[src/rtl/spram_rd_pkg.sv]
// Shared types and constants for the single-port RAM stream reader.
package spram_rd_pkg;

   typedef enum logic [1:0] {
      IDLE  = 2'd0,
      READ  = 2'd1,
      CLEAR = 2'd2,
      DRAIN = 2'd3
   } state_t;

   localparam int FIFO_DEPTH = 2;

endpackage

[src/rtl/spram_rd_skid.sv]
// Two-entry FIFO that absorbs RAM read data while the stream sink stalls.
// Head entry drives the outputs directly, so they hold stable until popped.
module spram_rd_skid #(
   parameter int DW = 8
) (
   input  logic          clk,
   input  logic          reset,
   input  logic          push,
   input  logic [DW-1:0] push_data,
   input  logic          push_last,
   input  logic          pop,
   output logic [1:0]    count,
   output logic [DW-1:0] data,
   output logic          last
);

   logic [DW-1:0] tail_data;
   logic          tail_last;
   logic          head_last;
   logic          pop_ok;

   assign pop_ok = pop && (count != 2'd0);
   assign last   = head_last && (count != 2'd0);

   always_ff @(posedge clk or posedge reset) begin
      if (reset) begin
         count     <= 2'd0;
         data      <= '0;
         head_last <= 1'b0;
         tail_data <= '0;
         tail_last <= 1'b0;
      end else begin
         case ({push, pop_ok})
            2'b10: begin
               if (count == 2'd0) begin
                  data      <= push_data;
                  head_last <= push_last;
               end else begin
                  tail_data <= push_data;
                  tail_last <= push_last;
               end
               count <= count + 2'd1;
            end
            2'b01: begin
               data      <= tail_data;
               head_last <= tail_last;
               count     <= count - 2'd1;
            end
            2'b11: begin
               // Occupancy unchanged: new word lands behind whatever remains.
               if (count == 2'd1) begin
                  data      <= push_data;
                  head_last <= push_last;
               end else begin
                  data      <= tail_data;
                  head_last <= tail_last;
                  tail_data <= push_data;
                  tail_last <= push_last;
               end
            end
            default: ;
         endcase
      end
   end

endmodule

[src/rtl/spram_stream_reader.sv]
// Streams a burst of words out of a single-port RAM, optionally zeroing each word
// after it is read (enabled by macro SPRAM_READER_CLEAR_EN).
module spram_stream_reader
   import spram_rd_pkg::*;
#(
   parameter int AW = 10,
   parameter int DW = 8
) (
   input  logic          clk,
   input  logic          reset,
   input  logic          start,
   input  logic [AW-1:0] base_addr,
   input  logic [AW-1:0] len_m1,
   input  logic          clr_en,
   output logic          busy,
   output logic          done,
   output logic          ram_we,
   output logic [AW-1:0] ram_addr,
   output logic [DW-1:0] ram_d,
   input  logic [DW-1:0] ram_q,
   output logic          m_valid,
   output logic [DW-1:0] m_data,
   output logic          m_last,
   input  logic          m_ready
);

   state_t        state, state_nxt;
   logic [AW-1:0] rd_addr;
   logic [AW-1:0] prev_addr;
   logic [AW-1:0] rem;
   logic          issued_all;
   logic          issue;
   logic          rd_vld_p1;
   logic          rd_last_p1;
   logic          pop;
   logic          room;
   logic [1:0]    fifo_count;
   logic [2:0]    occ_sum;
   logic          clr_q;

   assign pop     = m_valid && m_ready;
   assign m_valid = (fifo_count != 2'd0);
   assign busy    = (state != IDLE);
   // Reads in flight count against FIFO space so the RAM never overruns the buffer.
   assign occ_sum = {1'b0, fifo_count} + {2'b00, rd_vld_p1} - {2'b00, pop};
   assign room    = (occ_sum < 3'(FIFO_DEPTH));

   assign ram_addr = (state == CLEAR) ? prev_addr : rd_addr;
   assign ram_d    = '0;

`ifdef SPRAM_READER_CLEAR_EN
   assign ram_we = (state == CLEAR);

   always_ff @(posedge clk or posedge reset) begin
      if (reset)
         clr_q <= 1'b0;
      else if (state == IDLE && start)
         clr_q <= clr_en;
   end
`else
   logic clr_unused;
   assign clr_unused = clr_en;
   assign clr_q      = 1'b0;
   assign ram_we     = 1'b0;
`endif

   always_comb begin
      state_nxt = state;
      issue     = 1'b0;
      case (state)
         IDLE: if (start) state_nxt = READ;
         READ: begin
            if (room) begin
               issue = 1'b1;
               if (clr_q)
                  state_nxt = CLEAR;
               else if (rem == '0)
                  state_nxt = DRAIN;
            end
         end
         CLEAR: state_nxt = issued_all ? DRAIN : READ;
         DRAIN: if (pop && m_last) state_nxt = IDLE;
         default: state_nxt = IDLE;
      endcase
   end

   always_ff @(posedge clk or posedge reset) begin
      if (reset) begin
         state      <= IDLE;
         rd_addr    <= '0;
         prev_addr  <= '0;
         rem        <= '0;
         issued_all <= 1'b0;
         rd_vld_p1  <= 1'b0;
         rd_last_p1 <= 1'b0;
         done       <= 1'b0;
      end else begin
         state      <= state_nxt;
         rd_vld_p1  <= issue;
         rd_last_p1 <= issue && (rem == '0);
         done       <= (state == DRAIN) && pop && m_last;
         if (state == IDLE && start) begin
            rd_addr    <= base_addr;
            rem        <= len_m1;
            issued_all <= 1'b0;
         end else if (issue) begin
            // rem counts down to zero, so a full 2^AW sweep wraps addresses without stopping early.
            prev_addr <= rd_addr;
            rd_addr   <= rd_addr + AW'(1);
            if (rem == '0)
               issued_all <= 1'b1;
            else
               rem <= rem - AW'(1);
         end
      end
   end

   // ---- stage p1: RAM data returns and is captured into the FIFO ----
   spram_rd_skid #(.DW(DW)) u_skid (
      .clk       (clk),
      .reset     (reset),
      .push      (rd_vld_p1),
      .push_data (ram_q),
      .push_last (rd_last_p1),
      .pop       (pop),
      .count     (fifo_count),
      .data      (m_data),
      .last      (m_last)
   );

endmodule

[config.mk]
export PLATFORM = sky130hd
export DESIGN_NAME = spram_stream_reader
export DESIGN_NICKNAME = d
export VERILOG_FILES = /design/src/rtl/spram_rd_pkg.sv /design/src/rtl/spram_rd_skid.sv /design/src/rtl/spram_stream_reader.sv
export SDC_FILE = /design/constraint.sdc
export NUM_CORES = 1
export LEC_CHECK = 0
export CAP_MARGIN = 25
export CELL_PAD_IN_SITES_DETAIL_PLACEMENT = 1
export CELL_PAD_IN_SITES_GLOBAL_PLACEMENT = 1
export CORE_MARGIN = 2
export CORE_UTILIZATION = 39
export DETAILED_ROUTE_END_ITERATION = 6
export GPL_TIMING_DRIVEN = 0
export PLACE_DENSITY = 0.88
export SYNTH_ARGS = -nofsm -noshare
export SYNTH_HDL_FRONTEND = slang
export SYNTH_SLANG_ARGS = --single-unit
[constraint.sdc]
create_clock -name clk -period 4.3 [get_ports clk]
set_input_delay 1.075 -clock clk [delete_from_list [all_inputs] [get_ports clk]]
set_output_delay 1.075 -clock clk [all_outputs]
set_load 0.01 [all_outputs]
==> results by group, run 1 <==
Synthesis
  – Post-synth EDFFs: 0
  – Avg Inst Size Synth: around 10 sq um
  – Sequential share of the synthesized area: 47.4%
  – Post-synthesis cell area: a little under 3000 sq um
  – Yosys cell types: between 50 and 60
  – Top FF cell, synth: dfrtp_1
  – Ys async rst share: 100%
  – Cells after Synth: between 200 and 300
  – Seq cells post-synth: 56
  – Synth Warn #: 0

Floorplanning
  – Total core area: 7290 sq um
  – Die W: between 90 and 100 um
  – Die area: 8300 sq um
  – # rows: 31
  – IO Count: 64
  – Die span in y: about 90 um
  – Starting Density: around 41%

Detailed routing
  – Vias: 2464
  – 1st-iter DRT viols: a little under 90
  – Post-route ant nets: 0
  – Residual DRC: 0
  – Drt wl/cell: between 15 and 20 um
  – Via density: 5.29
  – Post-Route WL: approximately 7.6 mm
  – Drt pass-1 iters: 4

STA
  – Worst-Margin Slew: ~0.84 ns
  – Final hold violations: 0
  – Tcrit/Tclk final: between 90% and 100%
  – Max_slew headroom: between 40 and 50%
  – Worst Slack Setup Final: ~0.36 ns
  – Setup violations, final: 0
  – Clk_skew: between 0.01 and 0.015 ns
  – RSZ-0062 raised after global routing: false
  – Max Slew Vio Count: 0
  – Worst hold slack: between 0.4 and 0.5 ns
  – Fin crit period: between 3 and 4 ns
  – Fmax: 254 MHz

Power
  – P per Cell Area: about 710 nW/um^2
  – Pleak: approximately 1.7 nW
  – Internal Pwr Total: approximately 1.5 mW
  – Clock power frac: between 10% and 20%
  – Seq pwr share: 36.3%
  – Combinational fraction of design power: between 50% and 60%
  – Switching part of the total: 42.9%
  – Worst vdd ir: ~0.34 mV
  – Switching pwr: 1.14 mW

Critical path
  – Critical path class: primary input to flop
  – Worst setup EP type: flop
  – CP Launch Type: primary input
  – Worst EP arrival: about 4.2 ns
  – WP buf/inv: 2
  – CP Max Fanout: 10
  – Largest stage delay, worst path: 0.49 ns
  – CP Cell Sequence: clkdlybuf4s50_1, nor2b_1, inv_1, nor2_1, o21ai_0, fa_1, xnor2_4, nand3_1, or4_1, a31oi_1
  – WP data required: roughly 4.5 ns
  – Kind of cell adding the most delay to the critical path: simple AND/OR/NAND/NOR gates
  – Slowest cell on the critical path: fa_1

Place
  – Placed Cells: around 460
  – DP HPWL: around 5.6 mm
  – Gpl congestion: around 0.81
  – IO Port Bufs: between 50 and 60
  – Place WS: -0.0488 ns

Worst hold path
  – Hold Path Class: flop to flop

GRT
  – Number of global-route vias before repair: around 2600
  – Grt total ovfl: 0
  – Global Route Usage Sum: 19.6%
  – First-pass GRT wire length: between 10 and 15 mm
  – Initial antenna violation count: 0
  – Largest net degree at the start of global routing: 37

Final layout
  – Ratio of cells with drive above 1 in the final layout: a little over an eighth
  – Final Non-Filler Cells: ~470
  – Diode count: 0
  – Final Util: about half
  – Area delta synth->final: 26.9%
  – Layout Nets: ~410

Clocking
  – CTS clk-pin slew, worst paths: roughly 0.11 ns
  – Clock Root Buffer: clkbuf_8
  – CTS sink count: 56
  – Total clock buffers created by CTS: 5
  – CTS tree: done
  – # hold bufs at CTS: 0
  – Worst-Skew Late Latency: 0.32 ns
  – Longest Clk Path Bufs: 2
  – H-tree Lvls: 2

Outcome
  – Status: complete, no violations

Run
  – Number of max-cap violations: 0
[layer usage]
layer	up-vias	track usage [%]	part of all wire, %
met1	1214	24.7	44
met4	0	7.58	2.3
met2	64	33.5	50
met3	12	3.24	3.6
li1	1174	-	-
met5	-	0	0
[synth_stat cells, drive strengths merged (4+ instances only)]
| library cell | n | share of area [%] |
|---|---|---|
| xnor2 | 4 | 1.8 |
| nand3 | 7 | 1.2 |
| o21ai | 20 | 3.4 |
| a22oi | 9 | 2.3 |
| buf | 13 | 2.9 |
| xor2 | 5 | 1.5 |
| ha | 8 | 3.4 |
| nand2 | 52 | 6.7 |
| dfrtp | 56 | 47 |
| a21oi | 7 | 1.2 |
| nand4 | 5 | 1.6 |
| or4 | 4 | 1.0 |
| mux2 | 19 | 7.2 |
| inv | 12 | 1.5 |
| nor2b | 4 | 0.85 |
| a31oi | 5 | 1.1 |
| nor2 | 15 | 1.9 |
| clkbuf | 6 | 0.76 |
[placed cells by master, fill, tap and decap left out, types with 2 or more instances in the layout]
| master | n |
|---|---|
| ha_1 | 8 |
| buf_4 | 9 |
| mux2_2 | 19 |
| a211o_1 | 2 |
| nand3_1 | 7 |
| o21ai_0 | 19 |
| conb_1 | 9 |
| inv_1 | 11 |
| and3_1 | 3 |
| o211ai_1 | 2 |
| nor2_1 | 15 |
| or4_1 | 4 |
| o31ai_1 | 3 |
| a221o_1 | 3 |
| and2_1 | 2 |
| nand2_1 | 51 |
| or2_2 | 2 |
| nor2b_1 | 4 |
| o311a_1 | 2 |
| buf_2 | 2 |
| xor2_1 | 5 |
| or3_1 | 2 |
| xnor2_1 | 3 |
| clkbuf_8 | 5 |
| clkdlybuf4s50_1 | 53 |
| and4_1 | 3 |
| a22oi_1 | 9 |
| a21oi_1 | 7 |
| nor3_1 | 2 |
| a31oi_1 | 5 |
| clkbuf_1 | 6 |
| nand4_1 | 4 |
| or3b_2 | 2 |
| dfrtp_1 | 56 |
[worst register-to-register path, cell delays in order, from the launching register on]
cell     delay (ns)
dfrtp_1        0.56
inv_1          0.13
ha_1           0.25
nor2b_1        0.39
inv_1          0.13
nor2_1         0.19
o21ai_0        0.14
fa_1           0.49
xnor2_4        0.37
nand3_1        0.28
or4_1          0.46
a31oi_1        0.21
[registers in the layout, summed over array words and instances (netlist names), 2 cells and up]
| signal | cells |
|---|---|
| state | 2 |
| prev_addr | 10 |
| u_skid.tail_data | 8 |
| u_skid.count | 2 |
| u_skid.data | 8 |
| rem | 10 |
| rd_addr | 10 |
[cells by family (layout without fill, tap and decap cells)]
group / Yosys count / in the layout / synth area share (%)
AOI/OAI and AO/OA: 61 / 61 / 13.8
adders and majority gates: 9 / 9 / 4.06
xor gates and xnor gates: 9 / 9 / 3.30
DFF: 56 / 56 / 47.4
and+or+nand+nor: 110 / 110 / 18.8
buffers and inverters: 32 / 94 / 5.29
other: 1 / 9 / 0.127
muxes: 19 / 19 / 7.23
[final timing paths]
path	slack (ns)	startpoint	end	cells past startpoint
max	0.36	m_ready	rd_addr[9]$_DFFE_PP0P_	10
min	0.49	u_skid.data[1]$_DFFE_PP0P_	u_skid.data[1]$_DFFE_PP0P_	2
max reg2reg	0.63	u_skid.count[1]$_DFFE_PP0P_	rd_addr[9]$_DFFE_PP0P_	11
min reg2reg	0.49	u_skid.data[1]$_DFFE_PP0P_	u_skid.data[1]$_DFFE_PP0P_	2
max in group asynchronous	2.66	reset	done$_DFF_PP0_	3
min in group asynchronous	1.09	reset	prev_addr[8]$_DFFE_PP0P_	2
[through the flow]
stage / area [sq um] / setup TNS (ns) / power [mW]
finish: 3760 / 0 / 2.66
global placement: 3640 / 0 / 2.27
CTS: 3750 / 0 / 2.68
detailed placement: 3660 / -0.215 / 2.36
global route: 3760 / 0 / 2.88
floorplan: 2990 / 0 / 1.87
[power by group through the flow]
stage	Sequential, mW	Clock (mW)	Combinational, mW
after global routing	1.01	0.329	1.55
after global placement	0.956	0	1.32
after floorplan	0.933	0	0.937
after detailed placement	0.976	0	1.39
after CTS	0.966	0.308	1.40
final	0.967	0.303	1.39
[cell type report]
| type | instances | area, sq um |
|---|---|---|
| plain buffers | 19 | 109 |
| clock buffers | 5 | 68.8 |
| clock inverters | 3 | 22.5 |
| fillers | 874 | 3540 |
| inverters | 13 | 48.8 |
| multi-input cells | 217 | 1430 |
| flip-flops and latches | 56 | 1400 |
| well taps | 99 | 124 |
| repair buffers | 54 | 551 |
[repair_timing]
| action | CTS | global route |
|---|---|---|
| setup buffers | 0 | 0 |
| hold endpoints to repair | 0 | 0 |
| resized for setup | 0 | 1 |
| endpoints found under the setup margin | 0 | 9 |
Note: power is estimated with default switching activity, not from simulation.
==> inputs of run 2 (changes only) <==
- CORE_UTILIZATION: 39 -> 35
- PLACE_DENSITY: 0.88 -> 0.84
- SLEW_MARGIN: not set -> 15
- clock period: 4.3 -> 3.2 ns (I/O delays scaled with it)
==> results by group, run 2 (same netlist as run 1, synthesis figures left out) <==
Outcome
  – Status: complete, no violations (unchanged)

GRT
  – Largest net degree at the start of global routing: 57 (was 37)
  – Number of global-route vias before repair: 2648 (was 2585)
  – Grt total ovfl: 0 (unchanged)
  – Initial antenna violation count: 0 (unchanged)
  – Global Route Usage Sum: 17.9% (was 19.6%)
  – First-pass GRT wire length: 12.8 mm (was 13.0 mm)

Detailed routing
  – Post-route ant nets: 0 (unchanged)
  – Via density: 5.19 (was 5.29)
  – Post-Route WL: 7.67 mm (was 7.59 mm)
  – 1st-iter DRT viols: 99 (was 89)
  – Drt pass-1 iters: 4 (unchanged)
  – Vias: 2489 (was 2464)
  – Drt wl/cell: 16.0 um (was 16.3 um)
  – Residual DRC: 0 (unchanged)

STA
  – Setup TNS: 0 ns (unchanged)
  – Tcrit/Tclk final: around 90%
  – Max Slew Vio Count: 0 (unchanged)
  – Worst-Margin Slew: 0.842 ns (was 0.844 ns)
  – Fmax: 337 MHz
  – Max_slew headroom: 43.9% (was 43.3%)
  – Setup violations, final: 0 (unchanged)
  – Fin crit period: between 2 and 3 ns
  – Clk_skew: 0.0126 ns (was 0.0113 ns)
  – Final hold violations: 0 (unchanged)
  – RSZ-0062 raised after global routing: false (unchanged)

Place
  – DP HPWL: 5.40 mm (was 5.64 mm)
  – Post-DP Area: 3650 sq um (was 3660 sq um)
  – IO Port Bufs: 53 (unchanged)
  – Gpl congestion: 0.774 (was 0.813)
  – Placed Cells: 463 (was 458)

Clocking
  – CTS sink count: 56 (unchanged)
  – CTS tree: done (unchanged)
  – # hold bufs at CTS: 0 (unchanged)
  – Worst-Skew Late Latency: 0.31 ns (was 0.32 ns)
  – Total clock buffers created by CTS: 5 (unchanged)
  – CTS clk-pin slew, worst paths: 0.10 ns (was 0.11 ns)
  – H-tree Lvls: 2 (unchanged)
  – Clock Root Buffer: clkbuf_8 (unchanged)
  – Longest Clk Path Bufs: 2 (unchanged)

Final layout
  – Final instance area: 3870 sq um (was 3760 sq um)
  – Seq. cell area: 1400 sq um (about the same)
  – Final Non-Filler Cells: 480 (was 466)
  – Fillcell total: 959 (was 874)
  – Layout Nets: 416 (was 408)
  – Final Util: 47.1% (was 51.5%)
  – Regs by FF count: prev_addr x10, rd_addr x10, rem x10 (unchanged)
  – Area of the multi-input gates: 1460 sq um (was 1430 sq um)
  – Commonest non-fill, non-tap cell in the layout: dfrtp_1 (unchanged)
  – Area delta synth->final: 30.8% (was 26.9%)
  – Commonest non-fill, non-tap cells in the layout: dfrtp_1, clkdlybuf4s50_1, nand2_1 (unchanged)
  – Ratio of cells with drive above 1 in the final layout: 17.9% (was 13.6%)
  – Diode count: 0 (unchanged)

Critical path
  – CP Max Fanout: 7 (was 10)
  – WP data required: 3.43 ns (was 4.54 ns)
  – Critical path class: flop to flop (was primary input to flop)
  – Worst setup EP type: flop (unchanged)
  – Slowest cell on the critical path: fa_2 (was fa_1)
  – CP Cell Sequence: inv_1, ha_2, nor2b_4, inv_2, nor2_4, o21ai_2, fa_2, and3b_1, buf_6, nand4_4, or4b_1, a31oi_1 (was clkdlybuf4s50_1, nor2b_1, inv_1, nor2_1, o21ai_0, fa_1, xnor2_4, nand3_1, or4_1, a31oi_1)
  – Largest stage delay, worst path: 0.57 ns (was 0.49 ns)
  – Worst EP arrival: 3.20 ns (was 4.18 ns)
  – CP Launch Type: flop (was primary input)

Power
  – Worst vdd ir: 0.357 mV (was 0.337 mV)
  – Pleak: 1.71 nW (was 1.66 nW)
  – Design Power: 3.83 mW (was 2.66 mW)
  – P per Cell Area: 988 nW/um^2 (was 709 nW/um^2)

Floorplanning
  – Total core area: 8220 sq um (was 7290 sq um)
  – # rows: 33 (was 31)
  – Starting Density: 36.0% (was 40.6%)
  – Die span in y: 96.0 um (was 91.1 um)
  – Die W: 96.0 um (was 91.1 um)
  – Die area: 9210 sq um (was 8300 sq um)
  – IO Count: 64 (unchanged)

Worst hold path
  – Hold Path Class: flop to flop (unchanged)

Run
  – Number of max-cap violations: 0 (unchanged)
==> run 2: changes by cell type in the layout (fill, tap and decap cells not counted), sizes merged <==
| cell | change |
|---|---|
| inv | -1 |
| bufinv | +1 |
| dlygate4sd2 | +1 |
| clkdlybuf4s50 | -1 |
| buf | +9 |
| clkbuf | -1 |
==> run 2: where the power goes <==
part | total (mW) | leakage (nW) | internal (mW) | switching (mW)
registers | 1.29 | 0.684 | 1.03 | 0.259
clock network | 0.482 | 0.0583 | 0.236 | 0.246
logic | 2.05 | 0.965 | 0.989 | 1.07
total | 3.83 | 1.71 | 2.26 | 1.57
==> run 2: cell type report <==
class,count,area share [%]
multi-input combinational,217,37.6
sequential,56,36.3
timing repair buffer,62,15.4
tap,105,3.39
buffer,19,3.01
clock buffer,5,1.78
inverter,13,1.33
clock inverter,3,1.23
==> run 2: repair_timing <==
item	4_1_cts	5_1_grt
resized for setup	12	5
endpoints found under the setup margin	33	34
pin swaps	5	0
buffers inserted	8	1
cloned	0	0
==> run 2: metrics by stage <==
| step | hold WS, ns | worst slack (ns) |
|---|---|---|
| after global routing | 0.515 | 0.0560 |
| after CTS | 0.496 | 0.00846 |
| after detailed placement | 0.468 | -0.920 |
| after global placement | 0.455 | -0.786 |
| after floorplan | 0.442 | 0.0493 |
| final | 0.488 | 0.232 |
==> run 2: metal layers <==
layer	share of wire (%)	track usage, %
met1	43	22.1
met2	52	32.3
met3	3.4	2.82
met4	1.7	5.12
met5	0	0
==> run 2: critical path: cells and delay by family, from the launching register on <==
family	cells	cell delay, ns
AOI/OAI and AO/OA	2	0.26
adders and majority gates	2	0.80
buffers and inverters	3	0.28
DFF	1	0.44
and+or+nand+nor	5	1.12
==> run 2: path summary, 6_finish.rpt <==
path | from | to | slack [ns] | cells past startpoint
setup / recovery | u_skid.count[0]$_DFFE_PP0P_ | rem[3]$_DFFE_PP0P_ | 0.23 | 12
setup reg to reg | u_skid.count[0]$_DFFE_PP0P_ | rem[3]$_DFFE_PP0P_ | 0.23 | 12
hold reg to reg | u_skid.data[1]$_DFFE_PP0P_ | u_skid.data[1]$_DFFE_PP0P_ | 0.49 | 2
max in group asynchronous | reset | u_skid.count[1]$_DFFE_PP0P_ | 1.76 | 2
hold / removal | u_skid.data[1]$_DFFE_PP0P_ | u_skid.data[1]$_DFFE_PP0P_ | 0.49 | 2
min in group asynchronous | reset | rem[5]$_DFFE_PP0P_ | 0.95 | 2
